--- src/rtl/sdram_rd_arbiter_pkg.sv ---
// Shared types and constants for the video mixer SDRAM read path.
// Holds the SDRAM word-address type, the data width, the requester ID type
// with names for each requester index, the arbiter state encoding, and a
// round-robin wrap helper.

package sdram_rd_arbiter_pkg;

   // SDRAM word address used by every read master in the mixer
   localparam int cADDR_W = 24;
   typedef logic [cADDR_W-1:0] tADDR;

   // Width of one SDRAM data beat
   localparam int cDATA_W = 16;

   // Requesters sharing the read master: four BG renderers, then the sprite engine
   localparam int cRD_REQ_NUM = 5;
   typedef logic [2:0] tREQ_ID;

   localparam tREQ_ID cREQ_BG0 = 3'd0;
   localparam tREQ_ID cREQ_BG1 = 3'd1;
   localparam tREQ_ID cREQ_BG2 = 3'd2;
   localparam tREQ_ID cREQ_BG3 = 3'd3;
   localparam tREQ_ID cREQ_SPR = 3'd4;

   // Arbiter states: waiting for a request, or holding one read on the bus
   typedef enum logic {
      sIDLE  = 1'b0,
      sISSUE = 1'b1
   } tRD_STATE;

   // Next requester index after id, wrapping at num
   function automatic tREQ_ID nextReqId(input tREQ_ID id, input int num);
      return (int'(id) == (num - 1)) ? '0 : id + 1'b1;
   endfunction

endpackage

--- src/rtl/sdram_rd_tag_fifo.sv ---
// In-order FIFO of requester IDs for reads accepted by SDRAM but not yet
// returned. The pointers carry one extra wrap bit so full and empty are
// distinguished without a separate counter. A push and a pop in the same
// cycle are both honoured, including when the FIFO is full.

module sdram_rd_tag_fifo
   import sdram_rd_arbiter_pkg::*;
#(
   parameter int pDEPTH = 4
)
(
   input  logic   iCLOCK,
   input  logic   iRESET_N,
   input  logic   iPUSH,
   input  tREQ_ID iPUSH_DATA,
   input  logic   iPOP,
   output tREQ_ID oHEAD,
   output logic   oFULL,
   output logic   oEMPTY
);

   localparam int cAW = $clog2(pDEPTH);

   logic [cAW:0] rWrPtr;
   logic [cAW:0] rRdPtr;
   tREQ_ID       rMem [pDEPTH];
   logic         doPush;
   logic         doPop;

   assign oEMPTY = (rWrPtr == rRdPtr);
   assign oFULL  = (rWrPtr[cAW] != rRdPtr[cAW]) &&
                   (rWrPtr[cAW-1:0] == rRdPtr[cAW-1:0]);
   assign oHEAD  = rMem[rRdPtr[cAW-1:0]];

   // A pop frees a slot in the same cycle, so a push into a full FIFO is fine then
   assign doPop  = iPOP && !oEMPTY;
   assign doPush = iPUSH && (!oFULL || doPop);

   // Pointer update; reset discards every pending tag
   always_ff @(posedge iCLOCK or negedge iRESET_N) begin
      if (!iRESET_N) begin
         rWrPtr <= '0;
         rRdPtr <= '0;
      end else begin
         if (doPush) begin
            rWrPtr <= rWrPtr + 1'b1;
         end
         if (doPop) begin
            rRdPtr <= rRdPtr + 1'b1;
         end
      end
   end

   // Tag storage; contents are only meaningful between the pointers
   always_ff @(posedge iCLOCK) begin
      if (doPush) begin
         rMem[rWrPtr[cAW-1:0]] <= iPUSH_DATA;
      end
   end

endmodule

--- src/rtl/sdram_rd_arbiter.sv ---
// Shares the single Avalon-MM SDRAM read master between the BG renderers and
// the sprite engine. Requests are granted round-robin, one read at a time.
// Every accepted read leaves its requester ID in an in-order tag FIFO, and each
// readdatavalid beat is routed back to the requester at the head of that FIFO.
// A beat arriving with no pending tag is dropped and latches a sticky error.

module sdram_rd_arbiter
   import sdram_rd_arbiter_pkg::*;
#(
   parameter int pREQ_NUM     = 4,
   parameter int pMAX_PENDING = 4
)
(
   input  logic                iCLOCK,
   input  logic                iRESET_N,
   input  logic [pREQ_NUM-1:0] iREQ_READ,
   input  tADDR [pREQ_NUM-1:0] iREQ_ADDRESS,
   output logic [pREQ_NUM-1:0] oREQ_WAIT_REQUEST,
   output logic [cDATA_W-1:0]  oREQ_READ_DATA,
   output logic [pREQ_NUM-1:0] oREQ_READ_DATA_VALID,
   output logic                oERROR,
   output tADDR                oSDRAM_ADDRESS,
   output logic                oSDRAM_READ,
   input  logic                iSDRAM_WAIT_REQUEST,
   input  logic [cDATA_W-1:0]  iSDRAM_READ_DATA,
   input  logic                iSDRAM_READ_DATA_VALID
);

   tRD_STATE            rState;
   tREQ_ID              rGNT;
   tREQ_ID              rPTR;

   logic                anyReq;
   tREQ_ID              winnerId;
   tADDR                winnerAddr;
   logic                accept;

   logic                fifoFull;
   logic                fifoEmpty;
   tREQ_ID              fifoHead;
   logic                popTag;
   logic [pREQ_NUM-1:0] headOneHot;

   // The read is taken by SDRAM on any cycle it is on the bus without waitrequest
   assign accept = (rState == sISSUE) && oSDRAM_READ && !iSDRAM_WAIT_REQUEST;

   // Only a beat with a pending tag is routed; the rest count as errors
   assign popTag = iSDRAM_READ_DATA_VALID && !fifoEmpty;

   sdram_rd_tag_fifo #(
      .pDEPTH     (pMAX_PENDING)
   ) tagFifo (
      .iCLOCK     (iCLOCK),
      .iRESET_N   (iRESET_N),
      .iPUSH      (accept),
      .iPUSH_DATA (rGNT),
      .iPOP       (popTag),
      .oHEAD      (fifoHead),
      .oFULL      (fifoFull),
      .oEMPTY     (fifoEmpty)
   );

   // Round-robin pick: first requester at or after rPTR, then wrap to the low indices
   always_comb begin
      anyReq     = 1'b0;
      winnerId   = '0;
      winnerAddr = '0;
      for (int i = 0; i < pREQ_NUM; i++) begin
         if (!anyReq && iREQ_READ[i] && (tREQ_ID'(i) >= rPTR)) begin
            anyReq     = 1'b1;
            winnerId   = tREQ_ID'(i);
            winnerAddr = iREQ_ADDRESS[i];
         end
      end
      for (int i = 0; i < pREQ_NUM; i++) begin
         if (!anyReq && iREQ_READ[i]) begin
            anyReq     = 1'b1;
            winnerId   = tREQ_ID'(i);
            winnerAddr = iREQ_ADDRESS[i];
         end
      end
   end

   // Release only the granted requester, and only in the cycle SDRAM takes its read
   always_comb begin
      oREQ_WAIT_REQUEST = '1;
      for (int i = 0; i < pREQ_NUM; i++) begin
         if (accept && (rGNT == tREQ_ID'(i))) begin
            oREQ_WAIT_REQUEST[i] = 1'b0;
         end
      end
   end

   // Decode the FIFO head into the return strobe pattern
   always_comb begin
      headOneHot = '0;
      for (int i = 0; i < pREQ_NUM; i++) begin
         if (fifoHead == tREQ_ID'(i)) begin
            headOneHot[i] = 1'b1;
         end
      end
   end

   // Issue FSM: grant when a tag slot is free, hold the read until SDRAM accepts it
   always_ff @(posedge iCLOCK or negedge iRESET_N) begin
      if (!iRESET_N) begin
         rState         <= sIDLE;
         rGNT           <= '0;
         rPTR           <= '0;
         oSDRAM_ADDRESS <= '0;
         oSDRAM_READ    <= 1'b0;
      end else begin
         case (rState)
            sIDLE: begin
               if (anyReq && !fifoFull) begin
                  rGNT           <= winnerId;
                  oSDRAM_ADDRESS <= winnerAddr;
                  oSDRAM_READ    <= 1'b1;
                  rState         <= sISSUE;
               end
            end
            sISSUE: begin
               if (accept) begin
                  rPTR        <= nextReqId(rGNT, pREQ_NUM);
                  oSDRAM_READ <= 1'b0;
                  rState      <= sIDLE;
               end
            end
            default: begin
               oSDRAM_READ <= 1'b0;
               rState      <= sIDLE;
            end
         endcase
      end
   end

   // Return path: route each beat to the oldest pending requester one cycle later
   always_ff @(posedge iCLOCK or negedge iRESET_N) begin
      if (!iRESET_N) begin
         oREQ_READ_DATA_VALID <= '0;
         oREQ_READ_DATA       <= '0;
         oERROR               <= 1'b0;
      end else begin
         oREQ_READ_DATA_VALID <= popTag ? headOneHot : '0;
         if (popTag) begin
            oREQ_READ_DATA <= iSDRAM_READ_DATA;
         end
         if (iSDRAM_READ_DATA_VALID && fifoEmpty) begin
            oERROR <= 1'b1;
         end
      end
   end

endmodule

--- config.mk ---
export PLATFORM = sky130hd
export DESIGN_NAME = sdram_rd_arbiter
export DESIGN_NICKNAME = d
export VERILOG_FILES = /design/src/rtl/sdram_rd_arbiter_pkg.sv /design/src/rtl/sdram_rd_tag_fifo.sv /design/src/rtl/sdram_rd_arbiter.sv
export SDC_FILE = /design/constraint.sdc
export NUM_CORES = 1
export LEC_CHECK = 0
export ABC_CLOCK_PERIOD_IN_PS = 2300
export CAP_MARGIN = 20
export CELL_PAD_IN_SITES_DETAIL_PLACEMENT = 1
export CELL_PAD_IN_SITES_GLOBAL_PLACEMENT = 2
export CORE_UTILIZATION = 25
export CTS_BUF_LIST = sky130_fd_sc_hd__clkbuf_16
export DETAILED_ROUTE_END_ITERATION = 8
export PLACE_DENSITY_LB_ADDON = 0.1
export SYNTH_ARGS = -nofsm -noshare
export SYNTH_HDL_FRONTEND = slang
export SYNTH_SLANG_ARGS = --single-unit
--- constraint.sdc ---
create_clock -name iCLOCK -period 2.3 [get_ports iCLOCK]
set_clock_uncertainty 0.05 [all_clocks]
set_input_delay 0.46 -clock iCLOCK [delete_from_list [all_inputs] [get_ports iCLOCK]]
set_output_delay 0.46 -clock iCLOCK [all_outputs]
set_load 0.01 [all_outputs]
Word level (Yosys, flattened, before mapping)
Memories as Yosys holds them, arrays and structs flattened. Index checks and enable logic that the tools add are counted.

Bits in registers: 59. RAM bits: 12. Logic and storage cells: 111. Memories kept: 1.

Add/subtract/negate cells: 3. $lt $le $gt $ge: 4. Equality and inequality tests: 12. Muxes and demuxes: 41. Bitwise logic cells: 1. Reduce and logical (&&, ||, !) cells: 39.

Memory list: tagFifo.rMem (depth 4, bits a word 3, rd ports 1, clocked after memory_dff 0, write ports 1, RTL line sdram_rd_tag_fifo.sv:26) `tREQ_ID rMem [pDEPTH];`.

Operator list (number): 24-bit 2-to-1 mux (8); 1-bit logical AND (23); 1-bit 2-to-1 mux (23); 3-bit 2-to-1 mux (6); 3-bit by 2-bit == test with 1-bit output (second input constant) (4); 1-bit zero test (10); 3-bit by 1-bit adder with 3-bit output (second input constant) (3); 3-bit by 1-bit == test with 1-bit output (second input constant) (2); 1-bit by 3-bit >= comparator with 1-bit output (first input constant) (2); 2-bit by 3-bit >= comparator with 1-bit output (first input constant) (2); 3-bit zero test (2); 2-bit AND reduction (3); 4-bit 2-to-1 mux (1); 1-bit one-hot mux with 2 select lines (2); 3-bit == test (1); 3-bit == test (second input constant) (1); 2-bit == test (1); 2-bit 2-to-1 mux (1); 2-bit by 1-bit != test with 1-bit output (second input constant) (1); 2-bit != test (second input constant) (1); 1-bit logical OR (1); 1-bit != test (1); 1-bit NOT (1).

Logic depth before layout (Yosys ltp)
Gate-level depths: netlist of run 1.

Depth in word-level cells: 30. Depth in mapped cells: 8.

Modules after synthesis
A second synthesis of run 1 with hierarchy kept.

Cells, all modules: 485. Area, all modules: 4376.7 sq um.

Modules (own cells, without submodules): sdram_rd_arbiter (instances 1, cells an instance 423, area each 3495.9 sq um, seq. area each 1276.2 sq um); sdram_rd_tag_fifo (instances 1, cells an instance 62, area each 880.8 sq um, seq. area each 510.5 sq um).

Worst setup path before layout of run 1
Ideal clock, no wire load.

Path kind: flip-flop to flip-flop. Start point: register rPTR[0]. End point: register oSDRAM_ADDRESS[6]. Data arrival time: 1.627 ns. Slack: 0.489 ns. Stages on the path, launching flop included: 8. Path buffers: 2. Path through: dfrtp_1 -> nand2b_1 -> buf_6 -> a21o_4 -> buf_2 -> and3_1 -> a2111oi_2 -> o32ai_1.

Word-level cells in the longest chain between the ends: 29. Elaborated cells on any way between the ends: 40. Those cells by class: order compare (4); mux (16); reduce/logical (20).

RTL lines: from (decl) (RTL line sdram_rd_arbiter.sv:31) `tREQ_ID rPTR;`; from (signal assigned) (RTL line sdram_rd_arbiter.sv:124) `rPTR <= nextReqId(rGNT, pREQ_NUM);`; 1-bit by 3-bit >= comparator with 1-bit output (RTL line sdram_rd_arbiter.sv:69) `if (!anyReq && iREQ_READ[i] && (tREQ_ID'(i) >= rPTR)) begin`; 1-bit logical AND (RTL line sdram_rd_arbiter.sv:69); 1-bit 2-to-1 mux (RTL line sdram_rd_arbiter.sv:69); 1-bit zero test (RTL line sdram_rd_arbiter.sv:69); 1-bit logical AND (2 in series) (RTL line sdram_rd_arbiter.sv:69); 1-bit 2-to-1 mux (RTL line sdram_rd_arbiter.sv:69); 1-bit zero test (RTL line sdram_rd_arbiter.sv:69); 1-bit logical AND (2 in series) (RTL line sdram_rd_arbiter.sv:69); [11 not listed]; 1-bit zero test (RTL line sdram_rd_arbiter.sv:76) `if (!anyReq && iREQ_READ[i]) begin`; 1-bit logical AND (RTL line sdram_rd_arbiter.sv:76); 1-bit 2-to-1 mux (RTL line sdram_rd_arbiter.sv:76); 1-bit zero test (RTL line sdram_rd_arbiter.sv:76); 1-bit logical AND (RTL line sdram_rd_arbiter.sv:76); 1-bit 2-to-1 mux (RTL line sdram_rd_arbiter.sv:76); 1-bit logical AND (RTL line sdram_rd_arbiter.sv:115) `if (anyReq && !fifoFull) begin`; 2-bit AND reduction (no source line); to (signal assigned) (RTL line sdram_rd_arbiter.sv:117) `oSDRAM_ADDRESS <= winnerAddr;`; to (decl) (RTL line sdram_rd_arbiter.sv:22) `output tADDR oSDRAM_ADDRESS,`.

Parallel ways exist; a longest one is shown, timed or not. A chain may end at the register's enable or synchronous reset.

Final worst setup path of run 1
Start point: input iREQ_READ[2]. End point: register oSDRAM_ADDRESS[9].

Word-level cells in the longest chain between the ends: 21. Elaborated cells on any way between the ends: 27. Those cells by class: mux (12); reduce/logical (15).

RTL lines: from (decl) (RTL line sdram_rd_arbiter.sv:16) `input logic [pREQ_NUM-1:0] iREQ_READ,`; 1-bit logical AND (2 in series) (RTL line sdram_rd_arbiter.sv:69); 1-bit 2-to-1 mux (RTL line sdram_rd_arbiter.sv:69); 1-bit zero test (RTL line sdram_rd_arbiter.sv:69); 1-bit logical AND (2 in series) (RTL line sdram_rd_arbiter.sv:69); 1-bit 2-to-1 mux (RTL line sdram_rd_arbiter.sv:69); 1-bit zero test (RTL line sdram_rd_arbiter.sv:76); 1-bit logical AND (RTL line sdram_rd_arbiter.sv:76); 1-bit 2-to-1 mux (RTL line sdram_rd_arbiter.sv:76); [3 not listed]; 1-bit zero test (RTL line sdram_rd_arbiter.sv:76); 1-bit logical AND (RTL line sdram_rd_arbiter.sv:76); 1-bit 2-to-1 mux (RTL line sdram_rd_arbiter.sv:76); 1-bit zero test (RTL line sdram_rd_arbiter.sv:76); 1-bit logical AND (RTL line sdram_rd_arbiter.sv:76); 1-bit 2-to-1 mux (RTL line sdram_rd_arbiter.sv:76); 1-bit logical AND (RTL line sdram_rd_arbiter.sv:115); 2-bit AND reduction (no source line).

Parallel ways exist; a longest one is shown, timed or not.

==> results.py, run 1 <==
metrics = {
    "status": {
        "status": "finished clean",
    },
    "synthesis": {
        "netlist_area_mm2": 0.00428,
        "synth_top_area_cell": "dfrtp_1",
        "ys_ff_latch": 65,
        "syn_inst": 477,
        "synth_area_per_cell_um2": 8.98,
        "synth_top_area_share_pct": 33.3,
        "yosys.cell_types.count": 47,
        "synthArstFlopShare_pct": 87.7,
        "synth_edf_count": 8,
        "synth.yosys.seq_area_share_pct": 38.9,
        "ys_top_cells_by_area": "dfrtp_1 33%, nand2_1 7.5%, edfxtp_1 5.6%",
        "yosys_most_used_dff": "dfrtp_1",
        "syn_nets": 606,
        "ys_warn_count": 0,
    },
    "timing": {
        "setup_viol": 0,
        "slew_headroom_pct": 58.9,
        "worst_slew_pin_slew_ns": 0.616,
        "hold_viol": 0,
        "finalCritPeriodShare_pct": 95.4,
        "min_period_ns": 2.19,
        "fmaxAchievable_ghz": 0.456,
        "fin_setup_tns_ns": 0,
        "slew_viol_final": 0,
        "rsz0062_at_grt": "no",
        "holdWs_ns": 0.0721,
    },
    "routing": {
        "drt_first_pass_iters": 5,
        "post-route-drc-count": 0,
        "vias_per_cell": 5.37,
        "vias": 4731,
        "drt_iter0_drc": 235,
        "postRouteAntennaNets": 0,
        "finalWirelength_um": 18600,
        "wl_per_cell_um": 21.2,
    },
    "setup_path": {
        "startpoint_type": "input port",
        "crit_required_ns": 2.46,
        "crit_family": "compound AO/OA/AOI/OAI gates",
        "worst-path-buf-inv": 1,
        "arrival_ns": 2.35,
        "crit_chain": "clkdlybuf4s50_1, a21bo_2, and2_1, and3_1, a2111oi_0, o32ai_1",
        "slowest_stage": "clkdlybuf4s50_1",
        "crit_type": "input port to flop",
        "endpoint_kind": "flop",
        "critPathMaxFanout": 9,
        "critPathMaxStageDelay_ns": 0.56,
    },
    "cts": {
        "cts.reportedPaths.clkPinSlew_ns": 0.06,
        "post_cts_buffers": 0,
        "cts_buffers": 9,
        "cts_tree": "yes",
        "clock_latency_ns": 0.34,
        "clkSinkCount": 65,
        "clk_path_buf_depth": 2,
        "ctsRootBufferMaster": "clkbuf_16",
        "h-tree-depth": 3,
    },
    "cells_and_area": {
        "nNetsFinal": 785,
        "antenna_cells": 0,
        "area_growth_syn_to_layout_pct": 58.7,
        "drive_above_1_share_pct": 10.9,
        "fillers": 1895,
    },
    "die": {
        "fp-row-count": 47,
        "pin_count": 170,
        "core_mm2": 0.0166,
        "start_util_pct": 25.7,
        "floorplan.die.width_um": 133,
        "fp.dieH_um": 133,
        "dieArea_mm2": 0.0177,
    },
    "flow_run": {
        "drv_cap": 0,
    },
    "power_and_ir_drop": {
        "p_total_w": 0.00380,
        "power_density_mw_per_mm2": 559,
        "leakage_nw": 2.62,
        "ir_drop_mv": 0.325,
    },
    "place": {
        "port_buffers": 169,
        "gp_congestion": 0.795,
        "post-dp-hpwl_um": 13200,
    },
    "global_route": {
        "grt_start_max_net_pins": 58,
        "gr-total-overflow": 0,
        "grt_use_total_pct": 21.3,
        "antenna_found_initial": 0,
        "grt_pass1_vias": 5145,
        "grt_pass1_wl_um": 28600,
    },
    "worst_hold_path": {
        "hp-class": "input port to asynchronous set/reset pin",
    },
}
[kinds of logic after synthesis]
| kind of cell | count (synthesis) | synth area share, % |
|---|---|---|
| buffers and inverters | 49 | 5.55 |
| XOR/XNOR | 7 | 1.43 |
| AND/OR/NAND/NOR | 197 | 23.3 |
| flip-flops | 65 | 38.9 |
| adder cells (fa/ha/maj) | 9 | 2.63 |
| multiplexers | 22 | 5.78 |
| AO/OA/AOI/OAI | 128 | 22.3 |
[layout by cell type (no fill, tap or decap), drive strengths merged, types with 2 or more instances in the layout]
cell type	n
xor2	2
o32ai	6
and2	8
nand3	26
nand2b	3
clkinvlp	2
o31ai	19
and4	2
edfxtp	8
and3	7
mux2	2
xnor2	5
clkbuf	9
buf	42
nor2b	2
o21ai	4
o22a	18
a2111oi	6
nor3b	20
a31oi	18
mux2i	18
nand3b	19
clkdlybuf4s50	164
nand2	86
inv	10
a221oi	24
mux4	2
dfrtp	57
nand4	2
nor2	19
dlymetal6s2s	4
a21oi	27
ha	9
[layer usage]
metal	global-route usage, %	vias up	routed length (µm)
li1	-	2136	-
met1	27.2	2332	8290
met2	34.7	224	8800
met3	4.06	39	1110
met4	9.51	0	450
met5	0	-	0
[worst reg2reg max path, delay by kind of cell (launching register included)]
family                 cells  cell delay, ns
buffers and inverters      1            0.15
flip-flops                 1            0.47
AO/OA/AOI/OAI              3            0.85
AND/OR/NAND/NOR            2            0.35
[final timing paths]
path                              start                 end  slack, ns  depth (start not counted)
min in group iCLOCK              oERROR              oERROR       0.42                          1
hold reg to reg                  oERROR              oERROR       0.42                          1
setup / recovery           iREQ_READ[2]   oSDRAM_ADDRESS[9]       0.11                          6
setup reg to reg                rPTR[0]   oSDRAM_ADDRESS[2]       0.28                          6
hold / removal                 iRESET_N   oREQ_READ_DATA[4]       0.07                          2
max in group asynchronous      iRESET_N  oSDRAM_ADDRESS[21]       1.84                          2
[synthesized netlist by cell type (3+ instances only)]
library cell   n
xnor2_1        5
a31oi_1       18
nor3b_1       19
a221oi_1      24
clkbuf_1      18
and3_1         7
dfrtp_1       57
o21ai_0        4
inv_1          7
o32ai_1        6
o22a_1        18
nand2b_1       3
buf_2         13
nand2_1       86
edfxtp_1       8
nand3_1       26
buf_6          4
buf_1          5
ha_1           9
a21oi_1       26
a2111oi_0      5
and2_1         7
nand3b_1      19
o31ai_1       19
nor2_1        18
mux2i_1       18
[flip-flops by register name (all words and copies together), names as in the netlist]
signal and flops:
tagFifo.rWrPtr 3, tagFifo.rRdPtr 3, rPTR 2, rState 1
oREQ_READ_DATA_VALID 4, tagFifo.rMem 8, oERROR 1, rGNT 2
oSDRAM_READ 1, oREQ_READ_DATA 16, oSDRAM_ADDRESS 24
[where the power goes]
part	internal, W	switching (W)
registers	0.00129	0.0000996
clock network	0.000851	0.000578
logic	0.000544	0.000435
total	0.00268	0.00111
[repair_timing]
item	in CTS	in global routing
gates resized for setup	0	4
hold buffers	0	0
setup endpoints to repair	0	4
[metrics by stage]
step | util [%] | setup WS, ns | cell area (µm²) | std cells
2_1_floorplan | - | 0.489 | 4280 | 477
3_3_place_gp | 39.0 | -0.145 | 6480 | 865
3_5_place_dp | 39.0 | -0.235 | 6480 | 865
4_1_cts | 40.8 | 0.0138 | 6790 | 881
5_1_grt | 40.8 | 0.0431 | 6800 | 881
6_report | 40.8 | 0.107 | 6800 | 881
[area by class of cell]
| type | count | area, µm² | share of cell area [%] |
|---|---|---|---|
| multi-input combinational | 363 | 2380 | 35.1 |
| sequential | 65 | 1670 | 24.5 |
| clock buffer | 9 | 225 | 3.31 |
| inverter | 7 | 26.3 | 0.387 |
| clock inverter | 7 | 77.6 | 1.14 |
| tap | 220 | 275 | 4.05 |
| timing repair buffer | 210 | 2140 | 31.5 |
Power figures use the tool's default switching activity.
==> run 2: changes to the inputs <==
--- a/config.mk
+++ b/config.mk
@@ -12,6 +12,7 @@
 export CORE_UTILIZATION = 25
 export CTS_BUF_LIST = sky130_fd_sc_hd__clkbuf_16
 export DETAILED_ROUTE_END_ITERATION = 8
+export HOLD_SLACK_MARGIN = 0.12
 export PLACE_DENSITY_LB_ADDON = 0.1
 export SYNTH_ARGS = -nofsm -noshare
 export SYNTH_HDL_FRONTEND = slang
==> results.py, run 2 (synthesized netlist as in run 1, its figures left out) <==
metrics = {
    "die": {
        "fp-row-count": 47,
        "start_util_pct": 25.7,
        "pin_count": 170,
        "core_mm2": 0.0166,
        "fp.dieH_um": 133,
        "floorplan.die.width_um": 133,
        "dieArea_mm2": 0.0177,
    },
    "place": {
        "dpl_cell_area_mm2": 0.00648,
        "gp_congestion": 0.795,
        "port_buffers": 169,
        "post-dp-hpwl_um": 13200,
    },
    "timing": {
        "min_period_ns": 2.20,
        "slew_viol_final": 0,
        "fmaxAchievable_ghz": 0.455,
        "setup_viol": 0,
        "finalCritPeriodShare_pct": 95.7,
        "slew_headroom_pct": 58.9,
        "holdWs_ns": 0.424,
        "rsz0062_at_grt": "no",
        "worst_slew_pin_slew_ns": 0.616,
        "hold_viol": 0,
    },
    "routing": {
        "post-route-drc-count": 0,
        "drt_first_pass_iters": 4,
        "wl_per_cell_um": 21.1,
        "vias_per_cell": 5.38,
        "postRouteAntennaNets": 0,
        "vias": 4741,
        "finalWirelength_um": 18600,
        "drt_iter0_drc": 211,
    },
    "cells_and_area": {
        "layout_commonest_cell": "clkdlybuf4s50_1",
        "area_growth_syn_to_layout_pct": 59.0,
        "nNetsFinal": 786,
        "fin_util_pct": 40.9,
        "fin_area_mm2": 0.00681,
        "regMostFlops": "oSDRAM_ADDRESS",
        "largest_reg_flops": 24,
        "drive_above_1_share_pct": 10.9,
        "antenna_cells": 0,
        "most-common-layout-cells": "164 x clkdlybuf4s50_1, 86 x nand2_1, 57 x dfrtp_1",
    },
    "global_route": {
        "grt_start_max_net_pins": 58,
        "gr-total-overflow": 0,
        "grt_use_total_pct": 21.3,
        "grt_pass1_vias": 5145,
        "antenna_found_initial": 0,
        "grt_pass1_wl_um": 28600,
    },
    "worst_hold_path": {
        "min_from": "oERROR",
        "hp-class": "flop to flop",
        "worstHoldEndpoint": "oERROR",
        "hold_depth": 1,
    },
    "setup_path": {
        "slowest_stage": "clkdlybuf4s50_1",
        "r2r_slack_ns": 0.28,
        "arrival_ns": 2.35,
        "endpoint_kind": "flop",
        "r2r-start": "rPTR[0]",
        "startpoint_type": "input port",
        "critPathMaxStageDelay_ns": 0.56,
        "crit_chain": "clkdlybuf4s50_1, a21bo_2, and2_1, and3_1, a2111oi_0, o32ai_1",
        "r2r-end": "oSDRAM_ADDRESS[2]",
        "critPathMaxFanout": 9,
        "crit_required_ns": 2.45,
        "r2r_cells": 6,
        "crit_type": "input port to flop",
    },
    "power_and_ir_drop": {
        "swShare_pct": 29.3,
        "pwr-share-comb_pct": 25.8,
        "switching_power_w": 0.00111,
        "power_density_mw_per_mm2": 558,
        "pwr-share-clk_pct": 37.6,
        "ir_drop_mv": 0.325,
        "p_total_w": 0.00380,
        "seq_power_share_pct": 36.6,
        "p_int_w": 0.00269,
        "leakage_nw": 2.63,
    },
    "status": {
        "status": "finished clean",
    },
    "cts": {
        "clk_path_buf_depth": 2,
        "h-tree-depth": 3,
        "clkSinkCount": 65,
        "ctsRootBufferMaster": "clkbuf_16",
        "cts.reportedPaths.clkPinSlew_ns": 0.06,
        "cts_tree": "yes",
        "post_cts_buffers": 0,
        "cts_buffers": 9,
        "clock_latency_ns": 0.34,
    },
    "flow_run": {
        "drv_cap": 0,
    },
}
run 2: changes by cell type in the layout (fill, tap and decap cells not counted), sizes merged:
cell,before,now
dlygate4sd3,0,1
run 2: what timing repair did:
action                     4_1_cts  5_1_grt
hold buffers                     1        0
hold endpoints to repair        57        0
setup endpoints to repair        0        4
gates resized for setup          0        4
run 2: area by class of cell:
class / count / area, µm²
clock inverters: 7 / 77.6
inverters: 7 / 26.3
flip-flops and latches: 65 / 1670
fillers: 1894 / 9830
repair buffers: 211 / 2150
multi-input cells: 363 / 2380
well taps: 220 / 275
clock buffers: 9 / 225
run 2: layer usage:
layer | part of all wire, % | GRT usage, % | up-vias
met5 | 0 | 0 | -
met3 | 6.0 | 4.06 | 41
met2 | 47 | 34.7 | 228
met4 | 2.5 | 9.51 | 0
met1 | 44 | 27.2 | 2335
li1 | - | - | 2137
run 2: how the worst max path moves through the flow:
stage	slack (ns)	endpoint	startpoint
floorplan	0.49	oSDRAM_ADDRESS[6]	rPTR[0]
global placement	-0.15	oSDRAM_ADDRESS[9]	iREQ_READ[2]
detailed placement	-0.24	oSDRAM_ADDRESS[9]	iREQ_READ[2]
CTS	0.01	oREQ_WAIT_REQUEST[2]	iSDRAM_WAIT_REQUEST
global route	0.04	oSDRAM_ADDRESS[2]	iREQ_READ[0]
finish	0.1	oSDRAM_ADDRESS[2]	iREQ_READ[2]
run 2: metrics by stage:
| step | TNS [ns] | std cells | worst slack (ns) |
|---|---|---|---|
| 5_1_grt | 0 | 882 | 0.0431 |
| 2_1_floorplan | 0 | 477 | 0.489 |
| 6_report | 0 | 882 | 0.0998 |
| 3_5_place_dp | -3.24 | 865 | -0.235 |
| 4_1_cts | 0 | 882 | 0.0138 |
| 3_3_place_gp | -2.24 | 865 | -0.145 |
run 2: power groups by stage:
stage | combinational, W | sequential, W | clock (W)
after CTS | 0.000992 | 0.00140 | 0.00147
after detailed placement | 0.000988 | 0.00142 | 0
after global routing | 0.00106 | 0.00141 | 0.00151
final | 0.000981 | 0.00139 | 0.00143
after global placement | 0.000965 | 0.00140 | 0
after floorplan | 0.000345 | 0.00144 | 0
run 2: critical path, delay by kind of cell:
family	cells	cell delay (ns)
buffers and inverters	1	0.56
AOI/OAI and AO/OA	3	0.84
and+or+nand+nor	2	0.49
==> run 3: changes to the inputs <==
--- a/config.mk
+++ b/config.mk
@@ -9,6 +9,7 @@
 export CAP_MARGIN = 20
 export CELL_PAD_IN_SITES_DETAIL_PLACEMENT = 1
 export CELL_PAD_IN_SITES_GLOBAL_PLACEMENT = 2
+export CORE_ASPECT_RATIO = 0.9
 export CORE_UTILIZATION = 25
 export CTS_BUF_LIST = sky130_fd_sc_hd__clkbuf_16
 export DETAILED_ROUTE_END_ITERATION = 8
==> results.py, run 3 (synthesized netlist as in run 1, its figures left out) <==
metrics = {
    "die": {
        "dieArea_mm2": 0.0177,
        "pin_count": 170,
        "floorplan.die.width_um": 140,
        "start_util_pct": 25.4,
        "fp-row-count": 45,
        "fp.dieH_um": 126,
        "core_mm2": 0.0168,
    },
    "global_route": {
        "grt_pass1_wl_um": 30200,
        "gr-total-overflow": 0,
        "grt_pass1_vias": 5196,
        "grt_start_max_net_pins": 58,
        "antenna_found_initial": 0,
        "grt_use_total_pct": 22.6,
    },
    "routing": {
        "finalWirelength_um": 19100,
        "post-route-drc-count": 0,
        "wl_per_cell_um": 21.7,
        "drt_first_pass_iters": 4,
        "postRouteAntennaNets": 0,
        "drt_iter0_drc": 266,
        "vias": 4707,
        "vias_per_cell": 5.33,
    },
    "timing": {
        "slew_headroom_pct": 68.0,
        "min_period_ns": 2.17,
        "rsz0062_at_grt": "no",
        "finalCritPeriodShare_pct": 94.6,
        "setup_viol": 0,
        "slew_viol_final": 0,
        "setup_slack_ns": 0.125,
        "worst_slew_pin_slew_ns": 0.468,
        "hold_viol": 0,
        "fmaxAchievable_ghz": 0.460,
        "fin_setup_tns_ns": 0,
    },
    "power_and_ir_drop": {
        "ir_drop_mv": 0.294,
        "power_density_mw_per_mm2": 540,
        "leakage_nw": 2.65,
    },
    "cells_and_area": {
        "layout_commonest_cell": "clkdlybuf4s50_1",
        "regMostFlops": "oSDRAM_ADDRESS",
        "largest_reg_flops": 24,
        "drive_above_1_share_pct": 12.5,
        "most-common-layout-cells": "163 x clkdlybuf4s50_1, 86 x nand2_1, 55 x dfrtp_1",
        "fin_util_pct": 40.4,
        "stdcell_count": 883,
        "nNetsFinal": 796,
        "area_growth_syn_to_layout_pct": 58.7,
        "antenna_cells": 0,
    },
    "setup_path": {
        "critPathMaxFanout": 9,
        "crit_end": "oSDRAM_ADDRESS[5]",
        "crit_type": "input port to flop",
        "r2r_cells": 12,
        "startpoint_type": "input port",
        "r2r-end": "rPTR[0]",
        "crit_required_ns": 2.44,
        "arrival_ns": 2.32,
        "r2r-start": "rState",
        "r2r_slack_ns": 0.15,
        "endpoint_kind": "flop",
        "crit_start": "iREQ_READ[0]",
    },
    "status": {
        "status": "finished clean",
    },
    "cts": {
        "h-tree-depth": 3,
        "cts_tree": "yes",
        "clock_latency_ns": 0.34,
        "cts.reportedPaths.clkPinSlew_ns": 0.06,
        "ctsRootBufferMaster": "clkbuf_16",
        "cts_buffers": 9,
        "clkSinkCount": 65,
        "clk_path_buf_depth": 2,
    },
    "place": {
        "pre_cts_ws_ns": -0.158,
        "port_buffers": 169,
        "post-dp-hpwl_um": 13400,
        "dp.cells": 856,
        "gp_congestion": 0.835,
    },
    "flow_run": {
        "drv_cap": 0,
    },
    "worst_hold_path": {
        "hp-class": "flop to flop",
    },
}
## run 3: repair_timing
action,in CTS,in global routing
endpoints found under the hold margin,57,0
setup endpoints to repair,4,6
pin swaps,1,1
setup buffers,10,0
gates resized for setup,3,6
hold buffers,1,0
## run 3: metrics by stage
step	power, W	hold slack (ns)	cell area (µm²)
3_5_place_dp	0.00240	0.412	6420
6_report	0.00367	0.419	6800
5_1_grt	0.00386	0.437	6800
2_1_floorplan	0.00179	0.114	4280
4_1_cts	0.00372	0.426	6780
3_3_place_gp	0.00238	0.406	6420
## run 3: worst min-delay path by stage
stage | from | endpoint | cells after the start
floorplan | iRESET_N | oERROR | 0
global placement | oREQ_READ_DATA[15] | oREQ_READ_DATA[15] | 2
detailed placement | oREQ_READ_DATA[15] | oREQ_READ_DATA[15] | 2
CTS | oREQ_READ_DATA[15] | oREQ_READ_DATA[15] | 2
global route | oREQ_READ_DATA[6] | oREQ_READ_DATA[6] | 2
finish | oREQ_READ_DATA[15] | oREQ_READ_DATA[15] | 2
## run 3: layout make-up
type	instances	area, µm²
Timing Repair Buffer	221	2170
Clock buffer	9	225
Multi-Input combinational cell	363	2400
Clock inverter	7	46.3
Sequential cell	65	1670
Fill cell	1920	10000
Tap cell	211	264
Inverter	7	26.3
## run 3: power breakdown
group	switching, W	leakage [nW]	internal [W]
Combinational	0.000445	1.74	0.000545
Clock	0.000569	0.129	0.000727
Sequential	0.0000983	0.774	0.00129
Total	0.00111	2.65	0.00256
## run 3: critical path: stages
cell             delay [ns]
clkdlybuf4s50_1        0.57
nand2b_1               0.20
a21o_4                 0.29
and3_1                 0.17
a2111oi_0              0.44
o32ai_1                0.19
## run 3: layer usage
layer | GRT usage (%) | up-vias | part of all wire (%)
met4 | 8.99 | 0 | 1.9
met1 | 29.9 | 2348 | 47
li1 | - | 2157 | -
met3 | 4.33 | 25 | 5.2
met2 | 36.2 | 177 | 46
met5 | 0 | - | 0
